File: src/rtl/cpu_mem_pkg.sv
// rtl/cpu_mem_pkg.sv - shared types and defaults for the SRAM port arbiter
package cpu_mem_pkg;

  localparam int ADDR_W_DEF     = 32;
  localparam int DATA_W_DEF     = 32;
  localparam int STARVE_MAX_DEF = 4;

  typedef enum logic [1:0] {
    OWN_NONE = 2'd0,
    OWN_INST = 2'd1,
    OWN_DATA = 2'd2
  } owner_e;

  // The owner of next cycle's response is whoever was granted this cycle.
  function automatic owner_e owner_from_gnt(input logic inst_gnt, input logic data_gnt);
    if (data_gnt)      return OWN_DATA;
    else if (inst_gnt) return OWN_INST;
    else               return OWN_NONE;
  endfunction

endpackage

File: src/rtl/sram_arb_priority.sv
// rtl/sram_arb_priority.sv - data-first grant logic with a fetch starvation bound
module sram_arb_priority
  import cpu_mem_pkg::*;
#(
  parameter int STARVE_MAX = STARVE_MAX_DEF
) (
  input  logic clk_i,
  input  logic reset_i,
  input  logic cancel_i,
  input  logic inst_req_i,
  input  logic data_req_i,
  output logic inst_gnt_o,
  output logic data_gnt_o
);

  localparam int                  STREAK_W   = $clog2(STARVE_MAX + 1);
  localparam logic [STREAK_W-1:0] STREAK_SAT = STREAK_W'(STARVE_MAX);

  logic [STREAK_W-1:0] streak_q;
  logic [STREAK_W-1:0] streak_d;
  logic                inst_elig;
  logic                starved;

  // Grant selection: data wins unless fetch has waited through STARVE_MAX data grants.
  always_comb begin
    inst_elig  = inst_req_i & ~cancel_i;
    starved    = (streak_q == STREAK_SAT);
    inst_gnt_o = 1'b0;
    data_gnt_o = 1'b0;
    if (!reset_i) begin
      if (data_req_i && !(inst_elig && starved)) begin
        data_gnt_o = 1'b1;
      end else if (inst_elig) begin
        inst_gnt_o = 1'b1;
      end
    end
    streak_d = streak_q;
    if (inst_gnt_o || !inst_elig) begin
      streak_d = '0;
    end else if (data_gnt_o && !starved) begin
      streak_d = streak_q + 1'b1;
    end
  end

  // Streak of data grants taken while fetch was waiting.
  always_ff @(posedge clk_i) begin
    if (reset_i) begin
      streak_q <= '0;
    end else begin
      streak_q <= streak_d;
    end
  end

endmodule

File: src/rtl/sram_port_arbiter.sv
// rtl/sram_port_arbiter.sv - shares one single-port SRAM between fetch and memory stages
module sram_port_arbiter
  import cpu_mem_pkg::*;
#(
  parameter int ADDR_W     = ADDR_W_DEF,
  parameter int DATA_W     = DATA_W_DEF,
  parameter int STARVE_MAX = STARVE_MAX_DEF,
  parameter int BE_W       = DATA_W / 8
) (
  input  logic              clk,
  input  logic              reset,
  input  logic              cancel,
  input  logic              inst_req,
  input  logic [ADDR_W-1:0] inst_addr,
  output logic              inst_gnt,
  output logic              inst_rdy,
  output logic [DATA_W-1:0] inst_rdata,
  input  logic              data_req,
  input  logic [BE_W-1:0]   data_wen,
  input  logic [ADDR_W-1:0] data_addr,
  input  logic [DATA_W-1:0] data_wdata,
  output logic              data_gnt,
  output logic              data_rdy,
  output logic [DATA_W-1:0] data_rdata,
  output logic              sram_en,
  output logic [BE_W-1:0]   sram_wen,
  output logic [ADDR_W-1:0] sram_addr,
  output logic [DATA_W-1:0] sram_wdata,
  input  logic [DATA_W-1:0] sram_rdata,
  output logic [31:0]       stall_cnt
);

  owner_e      owner_q;
  owner_e      owner_d;
  logic [31:0] stall_cnt_q;
  logic [31:0] stall_cnt_d;

  sram_arb_priority #(
    .STARVE_MAX (STARVE_MAX)
  ) u_priority (
    .clk_i      (clk),
    .reset_i    (reset),
    .cancel_i   (cancel),
    .inst_req_i (inst_req),
    .data_req_i (data_req),
    .inst_gnt_o (inst_gnt),
    .data_gnt_o (data_gnt)
  );

  // SRAM drive from the granted requester, plus response steering from the owner register.
  always_comb begin
    sram_en    = inst_gnt | data_gnt;
    sram_wen   = data_gnt ? data_wen : '0;
    sram_wdata = data_gnt ? data_wdata : '0;
    if (data_gnt) begin
      sram_addr = data_addr;
    end else if (inst_gnt) begin
      sram_addr = inst_addr;
    end else begin
      sram_addr = '0;
    end
    // Reset gating covers the first reset cycle, before owner_q has been cleared.
    inst_rdy   = (owner_q == OWN_INST) & ~cancel & ~reset;
    data_rdy   = (owner_q == OWN_DATA) & ~reset;
    inst_rdata = inst_rdy ? sram_rdata : '0;
    data_rdata = data_rdy ? sram_rdata : '0;
    stall_cnt  = stall_cnt_q;
  end

  // Next-state for the response owner and the fetch stall counter.
  always_comb begin
    owner_d     = owner_from_gnt(inst_gnt, data_gnt);
    stall_cnt_d = stall_cnt_q;
    if (inst_req && !inst_gnt && !cancel) begin
      stall_cnt_d = stall_cnt_q + 32'd1;
    end
  end

  // Owner register and stall counter; reset drops any in-flight response.
  always_ff @(posedge clk) begin
    if (reset) begin
      owner_q     <= OWN_NONE;
      stall_cnt_q <= '0;
    end else begin
      owner_q     <= owner_d;
      stall_cnt_q <= stall_cnt_d;
    end
  end

endmodule

File: config.mk
export PLATFORM = sky130hd
export DESIGN_NAME = sram_port_arbiter
export DESIGN_NICKNAME = d
export VERILOG_FILES = /design/src/rtl/cpu_mem_pkg.sv /design/src/rtl/sram_arb_priority.sv /design/src/rtl/sram_port_arbiter.sv
export SDC_FILE = /design/constraint.sdc
export NUM_CORES = 1
export LEC_CHECK = 0
export CAP_MARGIN = 20
export CORE_AREA = 8 8 112 114
export DETAILED_ROUTE_END_ITERATION = 8
export DIE_AREA = 0 0 120 122
export HOLD_SLACK_MARGIN = 0.05
export PLACE_DENSITY = 0.84
export SLEW_MARGIN = 20
export SYNTH_ARGS = -nofsm -noshare
export SYNTH_HDL_FRONTEND = slang
export SYNTH_SLANG_ARGS = --single-unit
File: constraint.sdc
create_clock -name clk -period 3.8 [get_ports clk]
set_clock_uncertainty 0.2 [all_clocks]
set_input_delay 1.14 -clock clk [delete_from_list [all_inputs] [get_ports clk]]
set_output_delay 1.14 -clock clk [all_outputs]
set_load 0.05 [all_outputs]
==> impl_results.md <==
* Status: finished clean
* Initial Utilization at 27.0%
* # fillers at between 700 and 800
* Commonest non-fill, non-tap cell in the layout: clkdlybuf4s50_1
* Post-DR vias/cell at approximately 5.2
* Vias at 4227
* Number of max-cap violations at 0
* Final Max Tran Viols at 0
* ANT cells at 0
* Worst min path class: reg2reg
* Slew of the pin with the lowest slew margin at ~0.70 ns
* Synth area leader: dfxtp_1
* Clock slew at reported path FFs at about 0.070 ns
* Buffers on Ports at roughly 300
* Core Region at ~11000 um^2
* Synth Area in Adders at under 10%
* WL/cell at 22.9 um
* CP max FO at 8
* Initial DRC count at roughly 360
* Final estimated routing congestion in global placement at around 0.84
* Drt drc at 0
* Antenna violations before repair at 0
* Clock Tree Buf Depth at 2
* GRT overflow at 0
* Area of the multi-input gates at about 2300 um^2
* H-tree depth at 2
* WP data required at 2.46 ns
* Peak Freq at between 0.2 and 0.3 GHz
* Die Span Y at 122 um
* Post-synthesis simple-gate area fraction at between 40% and 50%
* CTS Hold Bufs at 0
* Leak at around 3.1 nW
* RSZ-0062 raised after global routing: true
* Most frequent cells in the layout: clkdlybuf4s50_1 (164), buf_12 (115), and2_1 (49)
* Total CTS buffers at 5
* Synthesis Warnings at 0
* Power Density at roughly 170 nW/um^2
* Startpoint types: input port
* Met1 Usage GRT at between 20 and 30%
* Syn avg cell area at just under 8 um^2
* Row count at 38
* Final net count at 818
* Synth Area in Compound Gates at between 20% and 30%
* DRT Wirelength at between 15000 and 20000 um
* Fin crit share at 98.7%
* Share of cells above drive strength 1 at 41.5%
* Netlist cell types at 44
* Die area at between 10000 and 15000 um^2
* Worst vdd ir at roughly 150 uV
* Critical Path End Type: output pin
* Flops & latches, synth at 37
* Vias in the first global route at around 4400
* Tmin final at ~3.7 ns
* FF+latch area at 741 um^2
* Met3 usage at about 6.8%
* Top cells by area, synth: dfxtp_1 (26%), and2_1 (22%), a22o_1 (9.7%)
* Hold Fails Final Rpt at 0
* Setup-failing EPs final at 0
* Max_slew headroom at a little over half
* Clk sinks at 37
* Post-DP HPWL at 15500 um
* Cell count after synthesis at roughly 370
* Met2 Use GR at roughly 45%
* Place WS at -0.455 ns
* Largest family of logic cells by synthesized area: simple AND/OR/NAND/NOR gates
* Setup TNS at 0 ns
* Post-Synthesis Cell Area at 2890 um^2
* ANT nets after route at 0
* Post-synthesis sequential area ratio at between 20% and 30%
* Worst-Skew Late Latency at 0.30 ns
* Critical path type: in2out
* Area Growth Syn to Fin at 170%
* Gr busiest metal: met2
* GRT Total Usage at 24.3%
* Syn nets at 505
* Largest net degree at the start of global routing at 46
* Post-synthesis xor/xnor area fraction at 1.82%
* First-pass GRT wire length at approximately 28000 um
* Die Span X at approximately 120 um
* Fin worst setup slack at 0.0509 ns
* Root Driver: clkbuf_8
* Share of the synthesized area in the top cell type at 25.7%
* WP data arrival at between 2 and 2.5 ns
* Mux share of post-synthesis cell area at a little under 2%
* Final Util at between 70% and 80%
* DR pass1 iterations at 5
* TritonCTS clock tree: yes
* I/O Pins at roughly 310
-- cells in the mapped netlist --
| library cell | instances |
|---|---|
| nand3_1 | 10 |
| nand3_2 | 1 |
| and3_1 | 4 |
| or3_2 | 1 |
| o21ai_0 | 4 |
| and2_1 | 103 |
| clkbuf_1 | 16 |
| and4_1 | 4 |
| a22o_1 | 32 |
| nor3_1 | 1 |
| inv_1 | 5 |
| nor4b_1 | 1 |
| o2111ai_1 | 2 |
| buf_4 | 2 |
| nor4_1 | 5 |
| a21oi_1 | 21 |
| ha_1 | 3 |
| a311oi_2 | 1 |
| o211ai_1 | 4 |
| mux2_2 | 5 |
| or4_1 | 16 |
| buf_6 | 2 |
| nor2_1 | 14 |
| or2_2 | 1 |
| nor2b_1 | 6 |
| nand4_1 | 6 |
| buf_2 | 7 |
| xor2_1 | 6 |
| and4b_1 | 1 |
| nand4_4 | 1 |
| o21ai_1 | 2 |
| a21boi_2 | 1 |
| dfxtp_1 | 37 |
| nor3b_1 | 2 |
| o41ai_1 | 1 |
| or3_1 | 3 |
| and4_2 | 1 |
| nor3b_2 | 1 |
| and3_2 | 1 |
| buf_1 | 2 |
| o31ai_1 | 15 |
| nand4b_1 | 1 |
| a311oi_1 | 1 |
| nand2_1 | 12 |
-- layout make-up --
type,count,area share [%]
repair buffers,335,57.7
multi-input cells,294,29.2
flip-flops and latches,37,9.52
well taps,140,2.25
clock buffers,6,0.933
inverters,5,0.241
clock inverters,2,0.129
-- where the power goes --
part / internal, W / switching [W] / total, W / leakage [nW]
Sequential: 0.000390 / 0.00000231 / 0.000392 / 0.298
Combinational: 0.000362 / 0.000313 / 0.000675 / 2.77
Clock: 0.000127 / 0.000148 / 0.000275 / 0.0450
-- timing repair --
action | in CTS | in global routing
cloned | 5 | 0
pin swaps | 15 | 2
endpoints found under the hold margin | 0 | 0
setup endpoints to repair | 104 | 44
resized for setup | 65 | 1
buffers inserted | 6 | 0
-- layer usage --
| metal | vias to the layer above | wire length (um) |
|---|---|---|
| li1 | 1956 | - |
| met1 | 2023 | 6820 |
| met2 | 232 | 10200 |
| met3 | 16 | 1470 |
| met4 | 0 | 238 |
| met5 | - | 0 |
-- kinds of logic (layout without fill, tap and decap cells) --
group / after synthesis / in the layout
multiplexers: 5 / 5
adder cells (fa/ha/maj): 3 / 3
AND/OR/NAND/NOR: 196 / 196
AO/OA/AOI/OAI: 84 / 84
XOR/XNOR: 6 / 6
flip-flops: 37 / 37
buffers and inverters: 34 / 348
-- per-stage QoR --
step	instances	hold slack (ns)	power (W)	cell area (um^2)
final	819	0.267	0.00134	7780
after floorplan	365	0.217	0.000647	2990
after global placement	801	0.225	0.00102	7310
after detailed placement	801	0.251	0.00103	7310
after CTS	819	0.264	0.00135	7770
after global routing	819	0.304	0.00138	7780
-- path summary, 6_finish.rpt --
kind                           from                     end  slack, ns  cells past startpoint
max reg2reg            stall_cnt[2]           stall_cnt[28]       1.21                      4
max                        inst_req          sram_wdata[20]       0.05                      8
min reg2reg  u_priority.streak_q[0]  u_priority.streak_q[0]       0.27                      1
min          u_priority.streak_q[0]  u_priority.streak_q[0]       0.27                      1
-- flip-flops by register name, summed over array words and instances, names as in the netlist --
name                 cells
stall_cnt               32
u_priority.streak_q      3
owner_q                  2
-- worst max-delay path, stage by stage --
cell	delay, ns
buf_6	0.09
nor2b_4	0.14
a311oi_4	0.33
buf_6	0.17
buf_12	0.12
buf_12	0.12
and2_4	0.16
buf_12	0.13
(Power assumes the default switching activity.)
